File: config.mk
export PLATFORM = sky130hd
export DESIGN_NAME = stroke_player_flat
export DESIGN_NICKNAME = d
export VERILOG_FILES = /design/src/rtl/stroke_if.sv /design/src/rtl/stroke_player.sv /design/src/flat_wrapper.sv
export SDC_FILE = /design/constraint.sdc
export NUM_CORES = 1
export LEC_CHECK = 0
export CAP_MARGIN = 20
export CORE_MARGIN = 4
export CORE_UTILIZATION = 55
export DETAILED_ROUTE_END_ITERATION = 6
export PLACE_DENSITY = 0.83
export RECOVER_POWER = 50
export SLEW_MARGIN = 20
export SYNTH_ARGS = -nofsm -noshare
export SYNTH_HDL_FRONTEND = slang
export SYNTH_SLANG_ARGS = --single-unit
File: constraint.sdc
create_clock -name clk -period 7.2 [get_ports clk]
set_input_delay 1.44 -clock clk [delete_from_list [all_inputs] [get_ports clk]]
set_output_delay 1.44 -clock clk [all_outputs]
set_load 0.05 [all_outputs]
File: src/rtl/stroke_if.sv
// Bundle between the stroke-table playback sequencer, its controller, the stroke table
// and the plotter drivers.
interface stroke_if;
    logic       start;
    logic [4:0] seg_count;
    logic [4:0] seg_idx;
    logic       seg_en;
    logic [7:0] seg_start_x;
    logic [7:0] seg_start_y;
    logic [7:0] seg_end_x;
    logic [7:0] seg_end_y;
    logic       seg_pen_down;
    logic [7:0] pos_x;
    logic [7:0] pos_y;
    logic       pen;
    logic       step_x;
    logic       step_y;
    logic       dir_x;
    logic       dir_y;
    logic       busy;
    logic       done;
    logic       err;

    modport master (
        output start, seg_count, seg_start_x, seg_start_y, seg_end_x, seg_end_y, seg_pen_down,
        input  seg_idx, seg_en, pos_x, pos_y, pen, step_x, step_y, dir_x, dir_y, busy, done, err
    );

    modport slave (
        input  start, seg_count, seg_start_x, seg_start_y, seg_end_x, seg_end_y, seg_pen_down,
        output seg_idx, seg_en, pos_x, pos_y, pen, step_x, step_y, dir_x, dir_y, busy, done, err
    );
endinterface

File: src/rtl/stroke_player.sv
// Stroke-table sequencer: walks segments, commands the pen servo and emits X/Y step
// pulses, one unit per axis per motion tick.
module stroke_player #(
    parameter int TICK_DIV   = 100000,
    parameter int PEN_SETTLE = 50
) (
    input  logic    clk,
    input  logic    rst,
    stroke_if.slave bus
);
    // state | meaning
    // IDLE  | waiting for start
    // LOAD  | latch segment end point and pen state, check start point
    // PEN   | pen changed, waiting PEN_SETTLE ticks for the servo
    // MOVE  | stepping toward the target on each tick
    // NEXT  | advance segment index or finish
    // DONE  | pulse done, return to IDLE
    typedef enum logic [2:0] {S_IDLE, S_LOAD, S_PEN, S_MOVE, S_NEXT, S_DONE} state_t;

    localparam int DW = $clog2(TICK_DIV);
    localparam int SW = $clog2(PEN_SETTLE + 1);

    state_t          state, state_nxt;
    logic [DW-1:0]   div;
    logic [SW-1:0]   settle, settle_nxt;
    logic [4:0]      seg_idx, idx_nxt, cnt_lat, cnt_nxt;
    logic [7:0]      tgt_x, tgt_y, tx_nxt, ty_nxt;
    logic [7:0]      pos_x, pos_y, px_nxt, py_nxt;
    logic            pen, pen_nxt;
    logic            step_x, step_y, sx_nxt, sy_nxt;
    logic            dir_x, dir_y, dx_nxt, dy_nxt;
    logic            err, err_nxt;
    logic            done, done_nxt;
    logic            busy, tick;

    assign busy = (state != S_IDLE);
    assign tick = busy && (div == DW'(TICK_DIV - 1));

    // Divider restarts on every LOAD so each segment's first tick is a full period away.
    always_ff @(posedge clk or posedge rst) begin
        if (rst)                              div <= '0;
        else if (!busy || state_nxt == S_LOAD) div <= '0;
        else if (tick)                        div <= '0;
        else                                  div <= div + 1'b1;
    end

    always_ff @(posedge clk or posedge rst) begin
        if (rst) begin
            state   <= S_IDLE;
            settle  <= '0;
            seg_idx <= '0;
            cnt_lat <= '0;
            tgt_x   <= '0;
            tgt_y   <= '0;
            pos_x   <= '0;
            pos_y   <= '0;
            pen     <= 1'b0;
            step_x  <= 1'b0;
            step_y  <= 1'b0;
            dir_x   <= 1'b0;
            dir_y   <= 1'b0;
            err     <= 1'b0;
            done    <= 1'b0;
        end else begin
            state   <= state_nxt;
            settle  <= settle_nxt;
            seg_idx <= idx_nxt;
            cnt_lat <= cnt_nxt;
            tgt_x   <= tx_nxt;
            tgt_y   <= ty_nxt;
            pos_x   <= px_nxt;
            pos_y   <= py_nxt;
            pen     <= pen_nxt;
            step_x  <= sx_nxt;
            step_y  <= sy_nxt;
            dir_x   <= dx_nxt;
            dir_y   <= dy_nxt;
            err     <= err_nxt;
            done    <= done_nxt;
        end
    end

    always_comb begin
        state_nxt  = state;
        settle_nxt = settle;
        idx_nxt    = seg_idx;
        cnt_nxt    = cnt_lat;
        tx_nxt     = tgt_x;
        ty_nxt     = tgt_y;
        px_nxt     = pos_x;
        py_nxt     = pos_y;
        pen_nxt    = pen;
        sx_nxt     = 1'b0;
        sy_nxt     = 1'b0;
        dx_nxt     = dir_x;
        dy_nxt     = dir_y;
        err_nxt    = err;
        done_nxt   = 1'b0;
        case (state)
            S_IDLE: begin
                // done is high in the first IDLE cycle; a start coinciding with it is dropped
                if (bus.start && !done) begin
                    cnt_nxt   = bus.seg_count;
                    idx_nxt   = '0;
                    err_nxt   = 1'b0;
                    state_nxt = (bus.seg_count == 5'd0) ? S_DONE : S_LOAD;
                end
            end
            S_LOAD: begin
                tx_nxt = bus.seg_end_x;
                ty_nxt = bus.seg_end_y;
                if (bus.seg_start_x != pos_x || bus.seg_start_y != pos_y) err_nxt = 1'b1;
                if (bus.seg_pen_down != pen) begin
                    pen_nxt    = bus.seg_pen_down;
                    settle_nxt = SW'(PEN_SETTLE);
                    state_nxt  = S_PEN;
                end else begin
                    state_nxt  = S_MOVE;
                end
            end
            S_PEN: begin
                if (tick) begin
                    settle_nxt = settle - SW'(1);
                    if (settle == SW'(1)) state_nxt = S_MOVE;
                end
            end
            S_MOVE: begin
                if (tick && pos_x != tgt_x) begin
                    dx_nxt = (tgt_x > pos_x);
                    sx_nxt = 1'b1;
                    px_nxt = dx_nxt ? pos_x + 8'd1 : pos_x - 8'd1;
                end
                if (tick && pos_y != tgt_y) begin
                    dy_nxt = (tgt_y > pos_y);
                    sy_nxt = 1'b1;
                    py_nxt = dy_nxt ? pos_y + 8'd1 : pos_y - 8'd1;
                end
                if (px_nxt == tgt_x && py_nxt == tgt_y) state_nxt = S_NEXT;
            end
            S_NEXT: begin
                if (seg_idx + 5'd1 == cnt_lat) begin
                    state_nxt = S_DONE;
                end else begin
                    idx_nxt   = seg_idx + 5'd1;
                    state_nxt = S_LOAD;
                end
            end
            S_DONE: begin
                done_nxt  = 1'b1;
                idx_nxt   = '0;
                state_nxt = S_IDLE;
            end
            default: state_nxt = S_IDLE;
        endcase
    end

    assign bus.seg_idx = seg_idx;
    assign bus.seg_en  = busy;
    assign bus.busy    = busy;
    assign bus.pos_x   = pos_x;
    assign bus.pos_y   = pos_y;
    assign bus.pen     = pen;
    assign bus.step_x  = step_x;
    assign bus.step_y  = step_y;
    assign bus.dir_x   = dir_x;
    assign bus.dir_y   = dir_y;
    assign bus.err     = err;
    assign bus.done    = done;
endmodule

File: src/flat_wrapper.sv
// flat-port wrapper written by rule: the top's interface ports become plain ports
module stroke_player_flat 
#(
    parameter int TICK_DIV   = 100000,
    parameter int PEN_SETTLE = 50
)
  (clk, rst, bus_start, bus_seg_count, bus_seg_start_x, bus_seg_start_y, bus_seg_end_x, bus_seg_end_y, bus_seg_pen_down, bus_seg_idx, bus_seg_en, bus_pos_x, bus_pos_y, bus_pen, bus_step_x, bus_step_y, bus_dir_x, bus_dir_y, bus_busy, bus_done, bus_err);
  stroke_if bus_i ();
  input  logic clk;
  input  logic rst;
  input wire logic [$bits(bus_i.start)-1:0] bus_start;
  input wire logic [$bits(bus_i.seg_count)-1:0] bus_seg_count;
  input wire logic [$bits(bus_i.seg_start_x)-1:0] bus_seg_start_x;
  input wire logic [$bits(bus_i.seg_start_y)-1:0] bus_seg_start_y;
  input wire logic [$bits(bus_i.seg_end_x)-1:0] bus_seg_end_x;
  input wire logic [$bits(bus_i.seg_end_y)-1:0] bus_seg_end_y;
  input wire logic [$bits(bus_i.seg_pen_down)-1:0] bus_seg_pen_down;
  output wire logic [$bits(bus_i.seg_idx)-1:0] bus_seg_idx;
  output wire logic [$bits(bus_i.seg_en)-1:0] bus_seg_en;
  output wire logic [$bits(bus_i.pos_x)-1:0] bus_pos_x;
  output wire logic [$bits(bus_i.pos_y)-1:0] bus_pos_y;
  output wire logic [$bits(bus_i.pen)-1:0] bus_pen;
  output wire logic [$bits(bus_i.step_x)-1:0] bus_step_x;
  output wire logic [$bits(bus_i.step_y)-1:0] bus_step_y;
  output wire logic [$bits(bus_i.dir_x)-1:0] bus_dir_x;
  output wire logic [$bits(bus_i.dir_y)-1:0] bus_dir_y;
  output wire logic [$bits(bus_i.busy)-1:0] bus_busy;
  output wire logic [$bits(bus_i.done)-1:0] bus_done;
  output wire logic [$bits(bus_i.err)-1:0] bus_err;
  assign bus_i.start = bus_start;
  assign bus_i.seg_count = bus_seg_count;
  assign bus_i.seg_start_x = bus_seg_start_x;
  assign bus_i.seg_start_y = bus_seg_start_y;
  assign bus_i.seg_end_x = bus_seg_end_x;
  assign bus_i.seg_end_y = bus_seg_end_y;
  assign bus_i.seg_pen_down = bus_seg_pen_down;
  assign bus_seg_idx = bus_i.seg_idx;
  assign bus_seg_en = bus_i.seg_en;
  assign bus_pos_x = bus_i.pos_x;
  assign bus_pos_y = bus_i.pos_y;
  assign bus_pen = bus_i.pen;
  assign bus_step_x = bus_i.step_x;
  assign bus_step_y = bus_i.step_y;
  assign bus_dir_x = bus_i.dir_x;
  assign bus_dir_y = bus_i.dir_y;
  assign bus_busy = bus_i.busy;
  assign bus_done = bus_i.done;
  assign bus_err = bus_i.err;
  stroke_player #(.TICK_DIV(TICK_DIV), .PEN_SETTLE(PEN_SETTLE)) u_core (.clk(clk), .rst(rst), .bus(bus_i));
endmodule
Yosys cells after proc, flatten, opt, wreduce, memory -nomap -nowiden:

Cells that the tools add are included.

* add/sub/neg operators: 7
* bitwise logic cells: 0
* div/mod/pow operators: 0
* $mul: 0
* magnitude comparators: 2
* equal/unequal tests: 21
* mux-type cells: 30
* reductions and logical operators: 22
* shifts and indexed selects: 0

Operators by type and width (number)
* 8-bit two-way mux: 6
* 17-bit two-way mux: 2
* 8-bit != test: 4
* 3-bit two-way mux: 6
* 17-bit by 1-bit adder with 17-bit output, second input constant: 1
* 17-bit equality test, second input constant: 1
* 8-bit by 1-bit adder with 8-bit output, second input constant: 2
* 8-bit equality test: 2
* 8-bit > comparator: 2
* 8-bit by 1-bit subtractor with 8-bit output, second input constant: 2
* 3-bit one-hot mux with 5 select lines: 1
* 5-bit one-hot mux with 3 select lines: 1
* 6-bit two-way mux: 2
* 6-bit one-hot mux with 2 select lines: 1
* 5-bit two-way mux: 2
* 3-bit AND reduction: 3
* 1-bit two-way mux: 8
* 2-bit by 1-bit != test with 1-bit output, second input constant: 4
* 2-bit AND reduction: 4
* 3-bit by 1-bit equality test with 1-bit output, second input constant: 2
* 3-bit by 2-bit equality test with 1-bit output, second input constant: 2
* 3-bit equality test, second input constant: 2
* 6-bit by 1-bit equality test with 1-bit output, second input constant: 1
* 3-bit nonzero test: 2
* 12 further kinds: 19

* logic and storage cells: 98
* memories kept: 0
* memory bits (read-only): 0
* bits of input ports: 41
* output and inout port bits: 30
* bits in writable memories: 0
* latch bits: 0
* register bits after elaboration: 75

Logic depth before layout (Yosys ltp):

* depth in word-level cells: 12
* mapped depth: 17
* depth with buffers taken out: 16

Worst setup path before layout:

Ideal clock, no wire load.

* path kind: register to register
* from: reg u_core.pos_x[1] (netlist: u_core.bus.pos_x[1])
* to: reg u_core.state[1]
* library setup time: 132 ps
* path slack: 2725 ps
* stages on the path, launching flop included: 16
* arrival time: 4343 ps
* cells stage by stage: dfrtp_1 inv_1 ha_1 nor2b_1 o211ai_1 a21oi_1 o21ai_0 ha_1 and3_1 a2111oi_1 xor2_1 and2_1 o31ai_1 or4bb_1 a211oi_2 a31oi_1

* longest elaborated chain between the ends: 8
* elaborated cells between the ends (all ways): 12

Ends and longest elaborated chain
* from (decl): RTL line stroke_player.sv:28 `logic [7:0] pos_x, pos_y, px_nxt, py_nxt;`
* from (signal assigned): RTL line stroke_player.sv:71 `pos_x <= px_nxt;`
* 8-bit by 1-bit subtractor with 8-bit output (tied with other cells): RTL line stroke_player.sv:131 `px_nxt = dx_nxt ? pos_x + 8'd1 : pos_x - 8'd1;`
* 8-bit two-way mux / 1-bit logical AND (equally long branches): RTL line stroke_player.sv:131, stroke_player.sv:128
* 8-bit two-way mux (*): RTL line stroke_player.sv:128 `if (tick && pos_x != tgt_x) begin`
* 8-bit two-way mux (*): RTL line stroke_player.sv:99 `case (state)`
* 8-bit equality test (*): RTL line stroke_player.sv:138 `if (px_nxt == tgt_x && py_nxt == tgt_y) state_nxt = S_NEXT;`
* 1-bit logical AND (*): RTL line stroke_player.sv:138
* 3-bit two-way mux (*): RTL line stroke_player.sv:138
* 3-bit one-hot mux with 5 select lines (*): RTL line stroke_player.sv:99
* named net u_core.state_nxt[1]: RTL line stroke_player.sv:23 `state_t state, state_nxt;`
* to (signal assigned): RTL line stroke_player.sv:65 `state <= state_nxt;`
* to (decl): RTL line stroke_player.sv:23

Mark *: on every way through the listed nets, which the timed path passes. The rest lies on a longest branch. The select of a mux whose other input is x is not followed.
A chain may end at the register's enable or synchronous reset.

==> run_results.csv <==
group,metric,value,unit
critical_path,path_max_fanout,75,
critical_path,path_class,"input pin to async pin",
critical_path,cp.arrival,4720,ps
power_and_ir_drop,clock_power_share,0.354,
timing,whs,476,ps
die,die_area,11300,µm²
critical_path,r2r_cells,15,
placement,finalWeightedCongestion,0.955,
die,rows,35,
grt,grtUsageTotal,0.250,
logic_synthesis,synth.top_cell.area_share,0.353,
clocking,cts_buffers,9,
detailed_routing,num_vias,4696,
final_layout,syn_to_final_growth,18.5,%
critical_path,crit_path_start_kind,"input pin",
timing,min_period_over_period,0.717,
clocking,h-tree-depth,3,
placement,place_hpwl,10100,µm
final_layout,regArea,1880,µm²
power_and_ir_drop,switchingPower,305,µW
timing,fin_crit,5160,ps
logic_synthesis,ys.warnings.count,0,
timing,clock_skew,12.4,ps
critical_path,cp.required,6750,ps
die,die_h,106,µm
clocking,clock_sinks,75,
clocking,post-cts-setup-buffer-count,0,
detailed_routing,drt_iter0_markers,421,
final_layout,multi_input_area,3240,µm²
timing,worstMarginPinSlew,3990,ps
detailed_routing,via_per_inst,6.09,
logic_synthesis,synth_edf_count,0,
status,violations,"capacitance limit, slew limit",
die,boundaryPins,71,
final_layout,nets,713,
timing,fin_setup_tns,0,ps
final_layout,n_fill_cell,747,
grt,grt_antenna_before_repair,0,
critical_path,cp-end-kind,"async pin",
timing,finalHoldViolCount,0,
logic_synthesis,synthArstFlopShare,1.00,
final_layout,postLayoutCellArea,6300,µm²
placement,placed_cell_area,6100,µm²
logic_synthesis,syn_area_per_cell,9.24,µm²
flow_run,drv_cap,1,
grt,grt.overflow.total,0,
detailed_routing,route.antenna.remaining_nets,0,
timing,clock.fmax,0.194,GHz
detailed_routing,wl_per_cell,17.7,µm
timing,grt_setup_unrepaired,"no",
power_and_ir_drop,peakVddDrop,0.0808,mV
placement,portBuffers,70,
clocking,clk_path_buf_depth,2,
logic_synthesis,syn-num-nets,651,
power_and_ir_drop,p_per_area,163,nW/µm²
clocking,post_cts_resized,0,
logic_synthesis,synth_ff_type,"dfrtp_1",
die,die_w,106,µm
critical_path,slowest_delay,2800,ps
power_and_ir_drop,p_seq_frac,0.470,
logic_synthesis,yosysTopAreaCell,"dfrtp_1",
logic_synthesis,netlist_area,5320,µm²
status,status,"complete, but fails checks",
clocking,worstSkewPairLatency,360,ps
power_and_ir_drop,p_int,725,µW
critical_path,slowest_stage,"clkbuf_1",
logic_synthesis,yosysSeqAreaShare,0.353,
clocking,ctsHoldBuffers,0,
power_and_ir_drop,total_power,1030,µW
grt,grt_pass1_wl,22700,µm
logic_synthesis,ys_top_cells_by_count,"75 x dfrtp_1, 57 x nand2_1, 43 x nor2_1",
critical_path,path_cells,"clkdlybuf4s50_1, clkinv_1, clkbuf_1",
detailed_routing,drc_errors,0,
power_and_ir_drop,sw_frac_of_total,0.296,
detailed_routing,wirelength,13600,µm
grt,grt_start_max_net_pins,76,
logic_synthesis,ys_ff_latch,75,
clocking,cts_tree,"built",
clocking,cts_root_buf,"clkbuf_8",
min_path,hold_path.class,"flop to flop",
grt,grt_pass1_vias,4706,
timing,finalSetupViolations,0,
detailed_routing,drt-pass1-iter-count,5,
die,core,9330,µm²
timing,slew-limit-headroom,-1.66,
clocking,clk_pin_slew,80,ps
die,initial_core_util,0.571,
final_layout,drive_gt1_frac,0.0950,
logic_synthesis,yosys-top-cells-area,"dfrtp_1 35%, ha_1 7.5%, xor2_1 6.7%, mux2_2 4.2%, nand2_1 4.0%",
logic_synthesis,ys_types,71,
timing,drv_slew,76,
logic_synthesis,synth.most_common_cell,"dfrtp_1",
logic_synthesis,postSynthCellCount,576,
min_path,hold_depth,2,
final_layout,postLayoutCoreUtil,0.676,
power_and_ir_drop,power.leakage,0.00271,µW
final_layout,num_antenna_cells,0,
power_and_ir_drop,pwr-share-comb,0.176,
-- metrics by stage --
step,setup WS (ps),std cells
global placement,2660,756
floorplan,2730,576
CTS,2450,771
detailed placement,2480,756
global route,1080,771
finish,2040,771
-- logic make-up after synthesis --
kind of cell    count (synthesis)  synth area share
flops                          75             0.353
compound gates                107             0.135
mux                            26            0.0536
xor+xnor                       64             0.105
fa+ha+maj                      34            0.0827
buf+inv                        47            0.0393
simple gates                  223             0.231
-- final timing paths --
path,startpoint,end,slack (ps)
worst max register to register,u_core.bus.pos_x[1]$_DFFE_PP0N_,u_core.state[1]$_DFF_PP0_,2390
min in group asynchronous,rst,u_core.div[2]$_DFF_PP0_,2950
worst max-delay path,rst,u_core.tgt_y[1]$_DFFE_PP0P_,2040
max in group clk,u_core.bus.pos_x[1]$_DFFE_PP0N_,u_core.state[1]$_DFF_PP0_,2390
worst min register to register,u_core.bus.dir_y$_DFFE_PP0P_,u_core.bus.dir_y$_DFFE_PP0P_,480
worst min-delay path,u_core.bus.dir_y$_DFFE_PP0P_,u_core.bus.dir_y$_DFFE_PP0P_,480
-- worst max-delay path, delay by kind of cell --
family	cells	cell delay, ps
buffers and inverters	3	3240
-- power by group through the flow --
| stage | clock, µW | sequential, µW | combinational (µW) |
|---|---|---|---|
| after floorplan | 0 | 486 | 126 |
| after global placement | 0 | 490 | 175 |
| after detailed placement | 0 | 492 | 182 |
| after CTS | 366 | 484 | 183 |
| after global routing | 386 | 490 | 202 |
| final | 365 | 485 | 181 |
-- cell usage in the layout (no fill, tap or decap), types with 23 or more instances in the layout --
cell             count
ha_1                32
xor2_1              41
nor2_1              43
nand2_1             57
clkdlybuf4s50_1     53
xnor2_1             23
dfrtp_1             75
inv_1               24
nand3_1             26
o21ai_0             29
-- registers in the layout, summed over array words and instances, names as in the netlist --
register / count
u_core.tgt_x: 8
u_core.bus.err: 1
u_core.bus.dir_y: 1
u_core.bus.pos_y: 8
u_core.bus.seg_idx: 5
u_core.bus.step_x: 1
u_core.settle: 6
u_core.div: 17
u_core.cnt_lat: 5
u_core.tgt_y: 8
u_core.bus.dir_x: 1
u_core.bus.done: 1
u_core.bus.pos_x: 8
u_core.state: 3
u_core.bus.pen: 1
u_core.bus.step_y: 1
-- metal layers --
layer  share of wire  track usage  vias up
met3           0.074       0.0437       48
met5               0            0        -
met2            0.47        0.404      243
met1            0.43        0.330     2209
li1                -            -     2196
met4           0.033        0.105        0
-- area by class of cell --
| type | count | area share |
|---|---|---|
| clock buffer | 9 | 0.0196 |
| clock inverter | 6 | 0.0145 |
| inverter | 25 | 0.0149 |
| multi-input combinational | 454 | 0.514 |
| sequential | 75 | 0.298 |
| tap | 129 | 0.0256 |
| timing repair buffer | 73 | 0.114 |
Note: power is estimated with default switching activity, not from simulation.
